<file path="config.mk">
export PLATFORM = sky130hd
export DESIGN_NAME = sprite_animator
export DESIGN_NICKNAME = d
export VERILOG_FILES = /design/src/rtl/sprite_animator.sv
export SDC_FILE = /design/constraint.sdc
export NUM_CORES = 1
export LEC_CHECK = 0
export ABC_AREA = 1
export BUFFER_PORTS_ARGS = -buffer_cell sky130_fd_sc_hd__buf_2
export CORE_UTILIZATION = 63
export DETAILED_ROUTE_END_ITERATION = 8
export GPL_ROUTABILITY_DRIVEN = 0
export GPL_TIMING_DRIVEN = 0
export PLACE_DENSITY = 0.85
export SLEW_MARGIN = 20
export SYNTH_ARGS = -nofsm -noshare
export SYNTH_HDL_FRONTEND = slang
export SYNTH_SLANG_ARGS = --single-unit
export TNS_END_PERCENT = 50
</file>
<file path="constraint.sdc">
create_clock -name vga_clk -period 6.2 [get_ports vga_clk]
set_clock_uncertainty 0.2 [all_clocks]
set_input_delay 0.31 -clock vga_clk [delete_from_list [all_inputs] [get_ports vga_clk]]
set_output_delay 0.31 -clock vga_clk [all_outputs]
set_load 0.01 [all_outputs]
</file>
<file path="src/rtl/sprite_animator.sv">
// Animated sprite overlay for a VGA scan: windowed fetch from a frame-packed
// RGB565 sprite memory, optional 2x replication, RGB444 output one cycle later.
module sprite_animator #(
    parameter int          H_VALID  = 640,
    parameter int          V_VALID  = 480,
    parameter int          PIC_W    = 64,
    parameter int          PIC_H    = 48,
    parameter int          N_FRAMES = 4,
    parameter int          HOLD     = 8,
    parameter int          ADDR_W   = 18,
    parameter logic [11:0] BG_COLOR = 12'h000,
    localparam int         FI_W     = (N_FRAMES > 1) ? $clog2(N_FRAMES) : 1
) (
    input  logic              vga_clk,
    input  logic              rst,
    input  logic [9:0]        pix_x,
    input  logic [9:0]        pix_y,
    input  logic [9:0]        pos_x,
    input  logic [9:0]        pos_y,
    input  logic              scale2,
    input  logic              anim_en,
    output logic [ADDR_W-1:0] mem_addr,
    output logic              mem_en,
    input  logic [15:0]       mem_rdata,
    output logic [11:0]       data_out,
    output logic [FI_W-1:0]   frame_idx,
    output logic              frame_end
);

    localparam int                HOLD_W   = (HOLD > 1) ? $clog2(HOLD) : 1;
    localparam logic [ADDR_W-1:0] FRAME_SZ = ADDR_W'(PIC_W * PIC_H);
    localparam logic [ADDR_W-1:0] ROW_STEP = ADDR_W'(PIC_W);

    logic [9:0]        sx_q, sy_q;
    logic              s2_q;
    logic              frame_end_q, hit_q;
    logic [HOLD_W-1:0] hold_q, hold_d;
    logic [FI_W-1:0]   fidx_q, fidx_d;
    logic [ADDR_W-1:0] fbase_q, fbase_d;
    logic [10:0]       col_q;
    logic [ADDR_W-1:0] lbase_q;
    logic              rsub_q;

    logic              frame_end_d;
    logic [10:0]       win_w_s, win_h_s;
    logic              x_in_s, y_in_s, hit_s, left_s, top_s;
    logic [10:0]       col_cur_s, col_term_s;
    logic [ADDR_W-1:0] lbase_cur_s;
    logic              rsub_cur_s;
    logic              unused_s;

    assign unused_s    = ^{mem_rdata[11], mem_rdata[6:5], mem_rdata[0]};
    assign frame_end_d = (pix_x == 10'(H_VALID - 1)) && (pix_y == 10'(V_VALID - 1));
    assign left_s      = (pix_x == sx_q);
    assign top_s       = (pix_y == sy_q);

    // Window hit test at 11 bits so a window running past 1023 never wraps
    always_comb begin
        win_w_s = 11'(PIC_W);
        win_h_s = 11'(PIC_H);
        if (s2_q) begin
            win_w_s = 11'(2 * PIC_W);
            win_h_s = 11'(2 * PIC_H);
        end else begin
            win_w_s = 11'(PIC_W);
            win_h_s = 11'(PIC_H);
        end
        x_in_s = ({1'b0, pix_x} >= {1'b0, sx_q}) &&
                 ({1'b0, pix_x} <  ({1'b0, sx_q} + win_w_s)) &&
                 ({1'b0, pix_x} <  11'(H_VALID));
        y_in_s = ({1'b0, pix_y} >= {1'b0, sy_q}) &&
                 ({1'b0, pix_y} <  ({1'b0, sy_q} + win_h_s)) &&
                 ({1'b0, pix_y} <  11'(V_VALID));
        hit_s  = x_in_s && y_in_s && rst;
    end

    // Row base steps by one sprite line at each window left edge (every other line in 2x)
    always_comb begin
        col_cur_s   = col_q;
        lbase_cur_s = lbase_q;
        rsub_cur_s  = rsub_q;
        if (left_s) begin
            col_cur_s = 11'd0;
            if (top_s) begin
                lbase_cur_s = {ADDR_W{1'b0}};
                rsub_cur_s  = 1'b0;
            end else if (!s2_q || rsub_q) begin
                lbase_cur_s = lbase_q + ROW_STEP;
                rsub_cur_s  = 1'b0;
            end else begin
                lbase_cur_s = lbase_q;
                rsub_cur_s  = 1'b1;
            end
        end else begin
            col_cur_s = col_q;
        end
        if (s2_q) begin
            col_term_s = {1'b0, col_cur_s[10:1]};
        end else begin
            col_term_s = col_cur_s;
        end
    end

    assign mem_en   = hit_s;
    assign mem_addr = fbase_q + lbase_cur_s + ADDR_W'(col_term_s);

    // Animation next state: hold counter and frame index move only on frame_end
    always_comb begin
        hold_d  = hold_q;
        fidx_d  = fidx_q;
        fbase_d = fbase_q;
        if (frame_end_q && anim_en) begin
            if (hold_q == HOLD_W'(HOLD - 1)) begin
                hold_d = {HOLD_W{1'b0}};
                if (fidx_q == FI_W'(N_FRAMES - 1)) begin
                    fidx_d  = {FI_W{1'b0}};
                    fbase_d = {ADDR_W{1'b0}};
                end else begin
                    fidx_d  = fidx_q + FI_W'(1);
                    fbase_d = fbase_q + FRAME_SZ;
                end
            end else begin
                hold_d = hold_q + HOLD_W'(1);
            end
        end else begin
            hold_d = hold_q;
        end
    end

    // Frame timing, shadow position/scale and animation state
    always_ff @(posedge vga_clk or negedge rst) begin
        if (!rst) begin
            frame_end_q <= 1'b0;
            hit_q       <= 1'b0;
            sx_q        <= 10'd0;
            sy_q        <= 10'd0;
            s2_q        <= 1'b0;
            hold_q      <= {HOLD_W{1'b0}};
            fidx_q      <= {FI_W{1'b0}};
            fbase_q     <= {ADDR_W{1'b0}};
        end else begin
            frame_end_q <= frame_end_d;
            hit_q       <= hit_s;
            hold_q      <= hold_d;
            fidx_q      <= fidx_d;
            fbase_q     <= fbase_d;
            if (frame_end_q) begin
                sx_q <= pos_x;
                sy_q <= pos_y;
                s2_q <= scale2;
            end
        end
    end

    // Incremental column/line-base counters
    always_ff @(posedge vga_clk or negedge rst) begin
        if (!rst) begin
            col_q   <= 11'd0;
            lbase_q <= {ADDR_W{1'b0}};
            rsub_q  <= 1'b0;
        end else if (frame_end_q) begin
            col_q   <= 11'd0;
            lbase_q <= {ADDR_W{1'b0}};
            rsub_q  <= 1'b0;
        end else if (hit_s) begin
            col_q   <= col_cur_s + 11'd1;
            lbase_q <= lbase_cur_s;
            rsub_q  <= rsub_cur_s;
        end
    end

    // RGB565 -> RGB444 on the pixel fetched last cycle
    always_comb begin
        if (hit_q) begin
            data_out = {mem_rdata[15:12], mem_rdata[10:7], mem_rdata[4:1]};
        end else begin
            data_out = BG_COLOR;
        end
    end

    assign frame_idx = fidx_q;
    assign frame_end = frame_end_q;

endmodule

</file>
==> run metrics, run 1 <==
crit path max fanout=10; clock latency on the worst-skew pair=0.36 ns; Tmin final=4.89 ns; critical path cell sequence=inv_1 -> ha_1 -> nand2_1 -> nor2_4 -> nand3_4 -> inv_2 -> buf_2 -> nor2_1 -> nand2_1 -> o21ai_0 -> ha_1 -> ha_1 -> inv_1 -> fa_1 -> o21ai_1 -> a21oi_1 -> o21ai_1 -> nand3_1 -> nand2_1 -> nand3_1 -> nand2_1 -> buf_2; Worst Path Buf+Inv=5; CTS tree=built; global-route wire length before repair=25500 um; share of layout cells above drive strength 1=15.3%; H-Tree Depth=3; Worst Setup Slack, final=1.31 ns; Placement Setup Slack=1.77 ns; Slew headroom=50.3%; detailed placement HPWL=11400 um; largest stage delay on the critical path=0.42 ns; I/O pin cnt=94; Hold/Removal Path Class=in -> reg; syn_area_per_cell=6.99 sq um; Critical Path End Type=primary output; number of global-route vias before repair=5858; Die Height=101 um; Final setup viols=0; slowest cell on the critical path=dfrtp_1; Initial Utilization=66.0%; total power=903 uW; Hold Vio Cnt, Final=0; Crit path max-delay family=adder cells; DR pass1 iterations=5; Synth area leaders=dfrtp_1 27%, ha_1 17%, nand2_1 15%; clock sinks=66; Worst EP required=5.69 ns; total number of vias=6149; Critical Path Most Common Cell=nand2_1; Worst Path Arrival=4.38 ns; Die ar.=10300 sq um; Maximum Capacitance Violations=0; largest net degree at the start of global routing=39; commonest cells in the netlist=251 x nand2_1, 138 x inv_1, 83 x ha_1, 75 x nor2_1, 66 x dfrtp_1; Rows=35; Max Clk Rate=204 MHz; total inserted antenna cells=0; TritonCTS buffer count=9; final core utilization=77.3%; yosys warns=0; Clock Path Buffers=2; outcome=finished clean; GR Util All Layers=31.6%; Seq/Total Area, Yosys=26.6%; Setup TNS Final=0 ns; total grt overflow=0; Slew Viols, Final=0; area grow syn2layout=17.2%; startpoint types=flop; count leader, synth=nand2_1; post-route ant nets=0; Seq cells post-synth=66; critical path type=reg -> out; fin nets=1158; Clock Root Buffer=clkbuf_8; Async SR Flop Fraction=100%; WL per Instance=13.3 um; period utilisation layout=78.9%; Synth Net Count=1035; Via-to-Cell Ratio=5.37; Die W=101 um; top-area cell type share of the netlist area=26.6%; Initial DRC Count=305; Top FF cell, synth=dfrtp_1; post-synth top area cell=dfrtp_1; worst vdd ir=0.169 mV; Cell Area, Synth=6210 sq um; Worst-path clk slew=0.07 ns; Post-Synthesis Cells=889; PortBufs=89; RSZ-0062 raised after global routing=false; final wirelength=15200 um; power density cells=124 nW/um^2; DRC viols=0; Pleak=4.31 nW; core area=9420 sq um; initial antenna violation count=0; EDFF count, synth=0; Slew @ Worst Pin=0.745 ns; Synth cell types=40
worst paths after layout:
check / startpoint / to / slack, ns / depth (start not counted)
max in group asynchronous: rst / frame_idx[0]$_DFFE_PN0P_ / 5.03 / 3
worst max-delay path: sx_q[7]$_DFFE_PN0P_ / mem_addr[17] / 1.31 / 22
worst min register to register: hold_q[1]$_DFFE_PN0P_ / hold_q[1]$_DFFE_PN0P_ / 0.30 / 2
worst min-delay path: pix_y[0] / frame_end$_DFF_PN0_ / 0.02 / 3
min in group asynchronous: rst / lbase_q[11]$_DFFE_PN0P_ / 0.23 / 2
worst max register to register: s2_q$_DFFE_PN0P_ / lbase_q[4]$_DFFE_PN0P_ / 2.14 / 17
flip-flops by register name, summed over array words and instances, names as in the netlist:
signal     cells
s2_q           1
fbase_q        8
hold_q         3
sx_q          10
frame_idx      2
sy_q          10
col_q         11
rsub_q         1
frame_end      1
hit_q          1
lbase_q       18
cell families after synthesis:
logic type	synth area share, %
DFF	26.6
buffers and inverters	10.3
and+or+nand+nor	33.8
adders and majority gates	17.7
AOI/OAI and AO/OA	8.13
xor gates and xnor gates	3.52
final cells by class:
type | count | area, sq um
inverter | 142 | 533
sequential | 66 | 1650
buffer | 20 | 106
clock inverter | 7 | 93.8
tap | 129 | 161
multi-input combinational | 661 | 3920
fill | 723 | 2130
clock buffer | 9 | 124
timing repair buffer | 112 | 688
placed cells by master (no fill, tap or decap), types with 4 or more instances in the layout:
| cell | Yosys | final |
|---|---|---|
| a21o_1 | 4 | 4 |
| a21oi_1 | 34 | 34 |
| buf_2 | 4 | 92 |
| clkbuf_1 | 10 | 10 |
| clkbuf_8 | 0 | 9 |
| dfrtp_1 | 66 | 66 |
| dlygate4sd3_1 | 0 | 22 |
| ha_1 | 83 | 83 |
| inv_1 | 138 | 138 |
| inv_2 | 4 | 4 |
| nand2_1 | 251 | 251 |
| nand2_2 | 4 | 4 |
| nand3_1 | 58 | 58 |
| nand3_2 | 20 | 20 |
| nand3b_1 | 4 | 4 |
| nand4_1 | 26 | 26 |
| nor2_1 | 75 | 75 |
| nor2_2 | 4 | 4 |
| nor2_4 | 4 | 4 |
| nor3_1 | 7 | 7 |
| o21ai_0 | 37 | 37 |
| xnor2_1 | 7 | 7 |
| xor2_1 | 18 | 18 |
per-layer routing:
layer	up-vias	track usage, %	wire [um]
met4	0	13.8	509
met3	52	5.80	840
met5	-	0	0
met1	2811	38.5	6710
li1	3092	-	-
met2	194	54.6	7170
power breakdown:
part           switching (mW)  total (mW)  internal (mW)
combinational          0.0358      0.0684         0.0326
clock                   0.179       0.404          0.225
sequential          0.0000188       0.430          0.430
total                   0.215       0.903          0.688
metrics by stage:
stage	cells	hold WS (ns)	area [sq um]
3_5_place_dp	1108	0.0723	6840
5_1_grt	1146	0.0188	7280
4_1_cts	1146	0.0153	7280
2_1_floorplan	889	-0.186	6210
3_3_place_gp	1107	0.269	6820
6_report	1146	0.0192	7280
tightest hold or removal path: stages:
cell and delay [ns]:
buf_2 0.11, nand4_1 0.07, nor4b_1 0.05
timing repair:
item	in CTS	in global routing
hold buffers	22	0
hold endpoints to repair	50	0
resized for setup	0	0
setup buffers	0	0
(Power assumes the default switching activity.)
==> inputs of run 2 (changes only) <==
--- a/config.mk
+++ b/config.mk
@@ -7,11 +7,11 @@
 export LEC_CHECK = 0
 export ABC_AREA = 1
 export BUFFER_PORTS_ARGS = -buffer_cell sky130_fd_sc_hd__buf_2
-export CORE_UTILIZATION = 63
+export CORE_UTILIZATION = 53
 export DETAILED_ROUTE_END_ITERATION = 8
 export GPL_ROUTABILITY_DRIVEN = 0
 export GPL_TIMING_DRIVEN = 0
-export PLACE_DENSITY = 0.85
+export PLACE_DENSITY = 0.76
 export SLEW_MARGIN = 20
 export SYNTH_ARGS = -nofsm -noshare
 export SYNTH_HDL_FRONTEND = slang
==> constraint.sdc (replaced) <==
create_clock -name vga_clk -period 4.2 [get_ports vga_clk]
set_clock_uncertainty 0.2 [all_clocks]
set_input_delay 0.21 -clock vga_clk [delete_from_list [all_inputs] [get_ports vga_clk]]
set_output_delay 0.21 -clock vga_clk [all_outputs]
set_load 0.01 [all_outputs]
==> run 2 against run 1 <==
Design area increased by 8.7%. Wire length increased by 6.7%. Worst hold slack improved by 0.13 ns. Critical path depth decreased by 5. Largest power group is now clock. Largest cell class unchanged. Clock power increased by 100%. Global-route usage decreased by 4.1 points. Highest routed layer unchanged.
==> run metrics, run 2 (synthesis results as in run 1) <==
Worst Setup Slack, final=0.116 ns (-1.19 ns); R2R Path Start=s2_q$_DFFE_PN0P_; fin nets=1179 (+1.8%); worst r2r path cells=15 (-2); Net Sw Power=362 uW (+68%); post-route ant nets=0 (unchanged); outcome=finished clean; critical path cell sequence=inv_2 -> ha_4 -> nand2_1 -> nor2_2 -> nand3_4 -> buf_4 -> nor2_4 -> nand2_1 -> a21oi_2 -> ha_1 -> ha_1 -> a21o_1 -> a21oi_4 -> o21ai_4 -> a21oi_1 -> xor2_1 -> buf_2; Hold Vio Cnt, Final=0 (unchanged); commonest non-fill, non-tap cell in the layout=nand2_1; worst reg-to-reg setup slack=0.60 ns (-1.54 ns); area of placed instances=6860 sq um (+0.26%); Pleak=4.46 nW (+3.5%); Largest regs=lbase_q: 18 flops, col_q: 11 flops; initial antenna violation count=0 (unchanged); share of layout cells above drive strength 1=22.1% (+6.7 points); GR Util All Layers=27.4% (-4.1 points); Rows=39 (+11%); Maximum Capacitance Violations=0 (unchanged); largest net degree at the start of global routing=38 (-2.6%); fill count=969 (+34%); Placement Setup Slack=-0.119 ns (-1.89 ns); critical path type=reg -> out; sequential share of power=40.4% (-7.2 points); DR pass1 iterations=5 (unchanged); commonest non-fill, non-tap cells in the layout=247 x nand2_1, 132 x inv_1, 89 x buf_2; total grt overflow=0 (unchanged); total inserted antenna cells=0 (unchanged); TritonCTS buffer count=9 (unchanged); Setup TNS Final=0 ns (unchanged); slowest cell on the critical path=ha_1; Via-to-Cell Ratio=5.28 (-1.7%); Slew Viols, Final=0 (unchanged); Die W=110 um (+8.8%); final core utilization=69.3% (-8.0 points); PortBufs=89 (unchanged); detailed placement HPWL=11500 um (+0.73%); final wirelength=16200 um (+6.7%); period utilisation layout=97.2%; clock latency on the worst-skew pair=0.34 ns (-0.02 ns); Worst-path clk slew=0.06 ns (about the same); startpoint types=flop; Hold/Removal Path Class=in -> async; RSZ-0062 raised after global routing=true; global-route wire length before repair=25900 um (+1.5%); Critical Path End Type=primary output; reg-to-reg critical path endpoint=lbase_q[3]$_DFFE_PN0P_; largest stage delay on the critical path=0.36 ns (-0.06 ns); Die Height=110 um (+8.8%); Slew headroom=53.4% (+3.0 points); DRC viols=0 (unchanged); Final setup viols=0 (unchanged); total number of vias=6232 (+1.3%); Tmin final=4.08 ns; post-route cell area=7920 sq um (+8.7%); H-Tree Depth=3 (unchanged); CTS tree=built; clock sinks=66 (unchanged); Initial Utilization=54.4% (-12 points); crit path max fanout=7 (-3); number of global-route vias before repair=5735 (-2.1%); total power=1.58 mW (+75%); Comb power frac=7.1% (-0.5 points); Max Clk Rate=245 MHz; area grow syn2layout=27.4%; Slew @ Worst Pin=0.700 ns (-0.0456 ns); internal cell power=1.21 mW (+76%); largest reg by FF count=lbase_q; Worst Path Buf+Inv=3 (-2); Initial DRC Count=319 (+4.6%); Die ar.=12200 sq um (+18%); Clock Root Buffer=clkbuf_16; Worst Path Arrival=3.67 ns (-0.71 ns); core area=11400 sq um (+21%); power density cells=199 nW/um^2 (+61%); I/O pin cnt=94 (unchanged); Worst EP required=3.79 ns (-1.90 ns); Crit path max-delay family=adder cells; worst vdd ir=0.264 mV (+57%); Clock Path Buffers=2 (unchanged); clock group share of total power=52.6% (+7.8 points); WL per Instance=13.8 um (+3.6%); Sw Ratio=23.0% (-0.83 points); flip-flop count of the largest register after layout=18 (unchanged)
[run 2: cell count changes in the layout (fill, tap and decap cells not counted), sizes merged]
cell and delta:
clkbuf -1, inv +1, dlygate4sd3 +4, clkinvlp -1, buf +18
[run 2: metal layers]
layer | vias up | track usage [%] | wire length (um)
met5 | - | 0 | 0
met3 | 38 | 4.70 | 817
met2 | 177 | 49.2 | 8060
met4 | 0 | 9.77 | 425
met1 | 2875 | 32.9 | 6950
li1 | 3142 | - | -
[run 2: timing repair]
item | 4_1_cts | 5_1_grt
hold buffers | 26 | 0
endpoints found under the hold margin | 89 | 0
gates resized for setup | 17 | 64
pin swaps | 5 | 20
setup buffers | 8 | 9
setup endpoints to repair | 12 | 11
[run 2: worst reg2reg max path, cell delays in order, from the launching register on]
cell and delay, ns:
dfrtp_2 0.49, clkbuf_2 0.23, inv_1 0.17, buf_4 0.24, ha_1 0.19, inv_1 0.04, ha_1 0.21, o22ai_1 0.18
xor2_1 0.19, ha_1 0.28, a21oi_1 0.26, a21oi_4 0.12, nor2_8 0.23, nand3_1 0.26, nand3_1 0.16, inv_1 0.06
[run 2: power by group through the flow]
stage                     combinational, mW  clock (mW)  sequential, mW
after floorplan                      0.0302           0           0.648
after global routing                  0.123       0.861           0.636
after detailed placement             0.0837           0           0.648
after CTS                             0.102       0.840           0.636
final                                 0.111       0.828           0.636
after global placement               0.0798           0           0.648
[run 2: metrics by stage]
stage	hold slack (ns)	instances
floorplan	-0.286	889
global placement	0.216	1121
detailed placement	-0.0229	1122
CTS	0.170	1172
global route	0.214	1181
finish	0.151	1181
[run 2: cell type report]
cell class / instances / area (sq um) / area share, %
clock inverters: 7 / 103 / 1.30
well taps: 143 / 179 / 2.26
inverters: 142 / 541 / 6.83
flip-flops and latches: 66 / 1650 / 20.9
plain buffers: 20 / 128 / 1.61
repair buffers: 133 / 862 / 10.9
clock buffers: 9 / 225 / 2.84
multi-input cells: 661 / 4230 / 53.4
[run 2: worst max-delay path by stage]
stage                        start           end  slack, ns  depth (start not counted)
6_report       sx_q[5]$_DFFE_PN0P_  mem_addr[13]       0.12                         17
5_1_grt        sx_q[1]$_DFFE_PN0P_  mem_addr[12]      -0.14                         22
4_1_cts        sx_q[8]$_DFFE_PN0P_  mem_addr[17]       0.01                         22
3_5_place_dp   sx_q[8]$_DFFE_PN0P_  mem_addr[17]      -0.12                         22
3_3_place_gp   sx_q[8]$_DFFE_PN0P_  mem_addr[17]      -0.10                         22
2_1_floorplan  sx_q[8]$_DFFE_PN0P_  mem_addr[11]       0.50                         19
